## config.mk

```make
export PLATFORM = sky130hd
export DESIGN_NAME = l1c_mem_arbiter
export DESIGN_NICKNAME = d
export VERILOG_FILES = /design/src/rtl/l1c_mem_arbiter.sv
export SDC_FILE = /design/constraint.sdc
export NUM_CORES = 1
export LEC_CHECK = 0
export BUFFER_PORTS_ARGS = -buffer_cell sky130_fd_sc_hd__buf_2
export CORE_AREA = 2 2 114 116
export CTS_CLUSTER_DIAMETER = 100
export DETAILED_ROUTE_END_ITERATION = 10
export DIE_AREA = 0 0 116 118
export PLACE_DENSITY = 0.76
export SKIP_LAST_GASP = 1
export SLEW_MARGIN = 20
export SYNTH_ARGS = -nofsm -noshare
export SYNTH_HDL_FRONTEND = slang
export SYNTH_SLANG_ARGS = --single-unit
export TNS_END_PERCENT = 30
```

## constraint.sdc

```tcl
create_clock -name clk -period 4.6 [get_ports clk]
set_input_delay 0 -clock clk [delete_from_list [all_inputs] [get_ports clk]]
set_output_delay 0 -clock clk [all_outputs]
set_load 0.05 [all_outputs]
```

## src/rtl/l1c_mem_arbiter.sv

```systemverilog
//------------------------------------------------------------------------------
// Module   : l1c_mem_arbiter
// Brief    : Round-robin arbiter sharing one AXI-style master port between the
//            instruction-cache and data-cache controllers.
// Revision : 1.0 - initial release
//------------------------------------------------------------------------------
`default_nettype none

module l1c_mem_arbiter #(
    parameter int LINE_BEATS = 4,
    parameter int OFS_W      = $clog2(LINE_BEATS * 4)
) (
    input  logic        clk,
    input  logic        rst,
    input  logic        i_req,
    input  logic [31:0] i_addr,
    input  logic        i_burst,
    output logic        i_gnt,
    output logic        i_rvalid,
    output logic        i_done,
    input  logic        d_req,
    input  logic        d_write,
    input  logic [31:0] d_addr,
    input  logic [31:0] d_wdata,
    input  logic [3:0]  d_wstrb,
    input  logic        d_burst,
    output logic        d_gnt,
    output logic        d_rvalid,
    output logic        d_done,
    output logic [31:0] s_rdata,
    output logic        m_arvalid,
    output logic [31:0] m_araddr,
    output logic [3:0]  m_arlen,
    input  logic        m_arready,
    input  logic        m_rvalid,
    input  logic [31:0] m_rdata,
    input  logic        m_rlast,
    output logic        m_rready,
    output logic        m_awvalid,
    output logic [31:0] m_awaddr,
    input  logic        m_awready,
    output logic        m_wvalid,
    output logic [31:0] m_wdata,
    output logic [3:0]  m_wstrb,
    output logic        m_wlast,
    input  logic        m_wready,
    input  logic        m_bvalid,
    output logic        m_bready,
    output logic        proto_err
);

    localparam logic [2:0] S_IDLE = 3'd0;
    localparam logic [2:0] S_AR   = 3'd1;
    localparam logic [2:0] S_R    = 3'd2;
    localparam logic [2:0] S_WR   = 3'd3;
    localparam logic [2:0] S_B    = 3'd4;

    localparam logic [3:0] C_BURST_LEN = 4'(LINE_BEATS - 1);

    logic [2:0]  r_state;
    logic        r_side_d;
    logic        r_last_d;
    logic        r_gnt_i;
    logic        r_gnt_d;
    logic        r_arvalid;
    logic        r_awvalid;
    logic        r_wvalid;
    logic        r_wlast;
    logic        r_rready;
    logic        r_bready;
    logic        r_aw_ok;
    logic        r_w_ok;
    logic [31:0] r_addr;
    logic [31:0] r_wdata;
    logic [3:0]  r_wstrb;
    logic [3:0]  r_arlen;
    logic [3:0]  r_beat;
    logic        r_proto_err;

    logic        w_pick_d;
    logic        w_burst;
    logic [31:0] w_raw_addr;
    logic [31:0] w_addr;
    logic        w_rd_beat;
    logic        w_rd_last;
    logic        w_wr_done;
    logic        w_aw_acc;
    logic        w_w_acc;

    // On a tie, the side that was not served last wins.
    assign w_pick_d   = d_req & (~i_req | ~r_last_d);
    assign w_burst    = w_pick_d ? (d_burst & ~d_write) : i_burst;
    assign w_raw_addr = w_pick_d ? d_addr : i_addr;
    assign w_addr     = w_burst ? {w_raw_addr[31:OFS_W], {OFS_W{1'b0}}} : w_raw_addr;

    assign w_rd_beat  = (r_state == S_R) & m_rvalid;
    assign w_rd_last  = w_rd_beat & m_rlast;
    assign w_wr_done  = (r_state == S_B) & m_bvalid;
    assign w_aw_acc   = r_aw_ok | (r_awvalid & m_awready);
    assign w_w_acc    = r_w_ok  | (r_wvalid  & m_wready);

    assign i_gnt      = r_gnt_i;
    assign d_gnt      = r_gnt_d;
    assign i_rvalid   = w_rd_beat & ~r_side_d;
    assign d_rvalid   = w_rd_beat &  r_side_d;
    assign i_done     = w_rd_last & ~r_side_d;
    assign d_done     = (w_rd_last & r_side_d) | w_wr_done;
    assign s_rdata    = w_rd_beat ? m_rdata : 32'h0;

    assign m_arvalid  = r_arvalid;
    assign m_araddr   = r_addr;
    assign m_arlen    = r_arlen;
    assign m_rready   = r_rready;
    assign m_awvalid  = r_awvalid;
    assign m_awaddr   = r_addr;
    assign m_wvalid   = r_wvalid;
    assign m_wdata    = r_wdata;
    assign m_wstrb    = r_wstrb;
    assign m_wlast    = r_wlast;
    assign m_bready   = r_bready;
    assign proto_err  = r_proto_err;

    always_ff @(posedge clk or posedge rst) begin
        if (rst) begin
            r_state     <= S_IDLE;
            r_side_d    <= 1'b0;
            r_last_d    <= 1'b0;
            r_gnt_i     <= 1'b0;
            r_gnt_d     <= 1'b0;
            r_arvalid   <= 1'b0;
            r_awvalid   <= 1'b0;
            r_wvalid    <= 1'b0;
            r_wlast     <= 1'b0;
            r_rready    <= 1'b0;
            r_bready    <= 1'b0;
            r_aw_ok     <= 1'b0;
            r_w_ok      <= 1'b0;
            r_addr      <= 32'h0;
            r_wdata     <= 32'h0;
            r_wstrb     <= 4'h0;
            r_arlen     <= 4'h0;
            r_beat      <= 4'h0;
            r_proto_err <= 1'b0;
        end else begin
            // Violations are flagged but never block completion.
            if ((m_rvalid & (r_state != S_R)) | (m_bvalid & (r_state != S_B)) |
                (w_rd_last & (r_beat != r_arlen)))
                r_proto_err <= 1'b1;

            case (r_state)
                S_IDLE: begin
                    if (i_req | d_req) begin
                        r_side_d <= w_pick_d;
                        r_gnt_d  <= w_pick_d;
                        r_gnt_i  <= ~w_pick_d;
                        r_addr   <= w_addr;
                        r_arlen  <= w_burst ? C_BURST_LEN : 4'h0;
                        r_beat   <= 4'h0;
                        r_aw_ok  <= 1'b0;
                        r_w_ok   <= 1'b0;
                        if (w_pick_d & d_write) begin
                            r_wdata   <= d_wdata;
                            r_wstrb   <= d_wstrb;
                            r_awvalid <= 1'b1;
                            r_wvalid  <= 1'b1;
                            r_wlast   <= 1'b1;
                            r_state   <= S_WR;
                        end else begin
                            r_arvalid <= 1'b1;
                            r_state   <= S_AR;
                        end
                    end
                end
                S_AR: begin
                    if (m_arready) begin
                        r_arvalid <= 1'b0;
                        r_rready  <= 1'b1;
                        r_state   <= S_R;
                    end
                end
                S_R: begin
                    if (m_rvalid) begin
                        r_beat <= r_beat + 4'd1;
                        if (m_rlast) begin
                            r_rready <= 1'b0;
                            r_last_d <= r_side_d;
                            r_gnt_i  <= 1'b0;
                            r_gnt_d  <= 1'b0;
                            r_state  <= S_IDLE;
                        end
                    end
                end
                S_WR: begin
                    if (r_awvalid & m_awready) begin
                        r_awvalid <= 1'b0;
                        r_aw_ok   <= 1'b1;
                    end
                    if (r_wvalid & m_wready) begin
                        r_wvalid <= 1'b0;
                        r_wlast  <= 1'b0;
                        r_w_ok   <= 1'b1;
                    end
                    if (w_aw_acc & w_w_acc) begin
                        r_bready <= 1'b1;
                        r_state  <= S_B;
                    end
                end
                S_B: begin
                    if (m_bvalid) begin
                        r_bready <= 1'b0;
                        r_last_d <= 1'b1;
                        r_gnt_d  <= 1'b0;
                        r_state  <= S_IDLE;
                    end
                end
                default: r_state <= S_IDLE;
            endcase
        end
    end

endmodule

`default_nettype wire

```

# After elaboration in Yosys (flattened, before gate mapping)
# Cells that the tools add are included.
# totals
reg_bits	91
latch_bits	0
mem_bits_rw	0
romBits	0
inputBits	145
output_inout_bits	149
word_cells	132
mem_count	0
# op_classes
addsub	1
multipliers	0
n_div	0
magnitude_cmp	0
eq_ne	17
shift	0
mux	46
n_bitwise	28
n_reduce_logical	22
# op_table
cell	count
32-bit 2-to-1 mux	2
4-bit AND reduction	6
1-bit 2-to-1 mux	21
2-bit != test, second input constant	10
3-bit 2-to-1 mux	6
1-bit case mux with 2 select lines	9
1-bit bitwise AND	16
3-bit case mux with 5 select lines	1
3-bit AND reduction	5
4-bit 2-to-1 mux	3
2-bit nonzero test	6
4-bit case mux with 2 select lines	1
1-bit OR	7
3-bit by 2-bit equality test with 1-bit output, second input constant	2
6-bit AND reduction	1
1-bit inverter	5
5-bit AND reduction	1
4-bit by 1-bit adder with 4-bit output, second input constant	1
2-bit 2-to-1 mux	2
4-bit != test	1
3-bit by 1-bit equality test with 1-bit output, second input constant	1
3-bit equality test, second input constant	1
3-bit zero test	1
3-bit by 2-bit != test with 1-bit output, second input constant	1
other kinds (4)	4

# Depth between registers and ports, before layout
# depth
depth_word	7
mapped_depth	6
depth_no_buf	4

# Worst setup path before layout
# OpenSTA, ideal clock, no wires.
# synth_timing
path_type	register -> register
startpoint	register r_state[0]
endpoint	register r_last_d
setup_ns	0.201
t_arrival_ns	2.083
t_required_ns	4.399
setup_slack_ns	2.316
path_stages_with_launch	6
n_path_buf	2
synth_period_minus_slack_ns	2.284
path_cell_list	dfrtp_1 buf_2 nand4bb_1 clkbuf_1 nor3b_1 a31oi_1
# synth_via
elab_chain_len	3
elab_cells_between_ends	8
cone_classes	eq/ne (5); mux (1); reduce/logical (2)
# synth_lines
element	line	rtl
start, declared	60	logic [2:0] r_state;
start signal, assigned	125	r_state <= S_IDLE;
start signal, assigned	167	r_state <= S_WR;
start signal, assigned	170	r_state <= S_AR;
3-bit equality test or 3-bit by 2-bit equality test with 1-bit output (tied branches)	150	case (r_state)
2-bit != test (no line) or 2-bit nonzero test (tied branches)	--	
4-bit AND reduction (no line)	--	
end signal, assigned	186	r_last_d <= r_side_d;
end, declared	62	logic r_last_d;
# Several ways; a longest one is shown, not always the timed one.
# A chain may end at the register's enable or synchronous reset.

# Worst setup path after layout
# layout_timing
startpoint	register r_last_d
endpoint	register r_addr[19] (netlist: m_araddr[19])
# layout_via
elab_chain_len	4
# layout_lines
element	line	rtl
1-bit inverter	91	assign w_pick_d = d_req & (~i_req | ~r_last_d);
1-bit OR	91	
1-bit bitwise AND	91	
32-bit 2-to-1 mux	93	assign w_raw_addr = w_pick_d ? d_addr : i_addr;
end signal, assigned	156	r_addr <= w_addr;
end, declared	73	logic [31:0] r_addr;
# No other way between the ends.

==> flow_summary.toml <==
[pwr]
p_int_mw = 2.47
p_switching_mw = 3.01
p_per_area_mw_per_mm2 = 779
ir_drop_mv = 0.262
p_sw_share_pct = 54.9
power_frac_seq_pct = 25.2
p_leak_nw = 3.67
clkPwrFrac_pct = 15.4
p_total_mw = 5.49
combPwrFrac_pct = 59.4

[floorplanning]
ios = 294
coreArea_mm2 = 0.0124
die-area_mm2 = 0.0137
start_util_pct = 35.6
die_h_um = 118
rows = 41
die-width_um = 116

[cells_and_area]
nets = 881
area_delta_synth_final_pct = 59.6
fin_area_mm2 = 0.00705
num-fill-cells = 1067
antennaDiodeCount = 0
multi_input_comb_area_mm2 = 0.00181
drive_above_1_share_pct = 44.7
ff_latch_area_mm2 = 0.00220

[cts]
path_clk_slew_ns = 0.06
clockBufferDepth = 2
cts_buffers = 9
cts_resized = 0
cts_tree = "built"
postCtsSetupBuffers = 0
htree_num_levels = 3
insertion_delay_ns = 0.33
cts_sinks = 88
hold_buffers = 96
root_buffer = "clkbuf_16"

[synthesis]
synth-edff-count = 0
yosysTopAreaCell = "dfrtp_1"
synthCells = 393
synthFlopType = "dfrtp_1"
avgSynthCellArea_um2 = 11.2
yosys_warnings = 0
ys_seq_area_share_pct = 49.9
synthMostInstantiatedCell = "dfrtp_1"
synthTopCellsByArea = "dfrtp_1 50%, mux2_1 7.4%, o21ai_0 7.3%"
async_reset_ff_share_pct = 100
synthTopCellsByCount = "88 x dfrtp_1, 64 x o21ai_0, 38 x buf_4"
yosysTopAreaCellShare_pct = 49.9
synthesis.area_mm2 = 0.00442
ys_types = 51
synth_seq_cells = 88

[timing]
slew_viol_final = 0
hold_violations = 0
worstMarginPinSlew_ns = 1.07
setup_ws_ns = 2.22
fin_tns_setup_ns = 0
fmax_mhz = 420
relSlewSlack_pct = 28.4
fin_worst_skew_ns = 0.00877
rsz0062_at_grt = "no"
timing.final.crit_share_pct = 51.7
fin_crit_ns = 2.38
setup-violations-final = 0

[run_status]
status = "completed"

[route]
route.antenna.remaining_nets = 0
drc = 0
wl_per_cell_um = 16.0
routed-via-count = 4347
avgViaCountPerCell = 4.77
drt_iter0_markers = 269
firstDrtPassIters = 5
wl_um = 14600

[critical_path]
worstSetupEndpointType = "flip-flop"
cp.arrival_ns = 2.58
critPathLaunchType = "flip-flop"
r2r-start = "r_last_d$_DFFE_PP0P_"
worstPathRequired_ns = 4.80
worstPathMaxFanout = 30
startpoint = "r_last_d$_DFFE_PP0P_"
timing_worst_setup_path_type = "flip-flop to flip-flop"

[grt]
met1_usage_pct = 22.7
grtUsageMet3_pct = 2.88
grt_remaining_overflow = 0
antenna_found_initial = 0
grt_pass1_wl_um = 22500
global_route.usage.met2_pct = 38.3
grt_max_degree = 54
grt_busiest_layer = "met2"
grt_pass1_vias = 4550
grt_util_all_layers_pct = 21.1

[place]
place_ws_ns = 2.62
routabilityCongestion = 0.947
dpl.hpwl_um = 9740
place_area_mm2 = 0.00574
port_buffers = 291

[min_path]
hold_class = "primary input to flip-flop"
hold_start = "d_addr[17]"

[run]
drv_cap = 0
## area by class of cell
cell class                      count  area share, %
Clock buffer                       11           3.45
Inverter                            4          0.231
Sequential cell                    88           31.3
Timing Repair Buffer              391           34.8
Clock inverter                      5           1.47
Multi-Input combinational cell    241           25.8
Tap cell                          172           3.05
## logic make-up (layout without fill, tap and decap cells)
kind of cell | Yosys count | in the layout | share of synthesized area [%]
compound gates | 93 | 93 | 12.8
flops | 88 | 88 | 49.9
buf+inv | 65 | 411 | 9.61
other cells | 1 | 2 | 0.0849
mux | 65 | 65 | 15.8
fa+ha+maj | 1 | 1 | 0.283
simple gates | 80 | 80 | 11.6
## worst max-delay path, stage by stage, from the launching register on
cell,delay (ns)
dfrtp_1,0.42
a21bo_2,0.86
mux2i_1,0.29
dlygate4sd3_1,0.57
o21ai_0,0.07
## through the flow
stage	std cells	util [%]	hold slack, ns
floorplan	394	-	0.0961
CTS	912	56.8	0.00144
finish	912	56.8	0.00828
detailed placement	800	46.2	0.0926
global route	912	56.8	0.0266
global placement	799	46.1	0.0922
## power groups by stage
| stage | registers, mW | logic [mW] | clock network, mW |
|---|---|---|---|
| floorplan | 2.47 | 1.52 | 0 |
| global placement | 1.36 | 3.14 | 0 |
| detailed placement | 1.39 | 3.17 | 0 |
| CTS | 1.38 | 3.26 | 0.863 |
| global route | 1.43 | 3.43 | 0.891 |
| finish | 1.38 | 3.26 | 0.843 |
## routing by layer
layer | part of all wire (%) | wire, um
met2 | 52 | 7640
met4 | 4.8 | 708
met5 | 0 | 0
met3 | 6.4 | 940
met1 | 36 | 5320
## cell usage in the layout, fill, tap and decap left out, types with 3 or more instances in the layout
master and count:
a21oi_1 5, a221o_1 4, and2_1 33, buf_2 291
buf_4 3, bufinv_16 3, clkbuf_16 9, dfrtp_1 88
dlygate4sd3_1 96, inv_1 3, mux2_1 29, mux2_2 7
mux2i_1 29, nand2_1 7, nand2b_1 6, nand3_1 4
nor2_1 4, nor4_1 5, o21ai_0 64, or3_1 3
## sequential cells by signal, summed over array words and instances, names as in the netlist, 3 cells and up
name	cells
m_wdata	32
m_araddr	32
m_wstrb	4
r_beat	4
r_state	3
## worst paths after layout
path                                                 end  slack (ns)  cells past startpoint
worst min-delay path            m_araddr[17]$_DFFE_PP0P_       0.008                      3
worst max register to register  m_araddr[19]$_DFFE_PP0P_        2.22                      4
worst min register to register    m_wstrb[2]$_DFFE_PP0P_        0.49                      1
min in group asynchronous        m_wdata[27]$_DFFE_PP0P_        0.26                      3
worst max-delay path            m_araddr[19]$_DFFE_PP0P_        2.22                      4
max in group asynchronous       m_araddr[15]$_DFFE_PP0P_        3.22                      4
(Power assumes the default switching activity.)
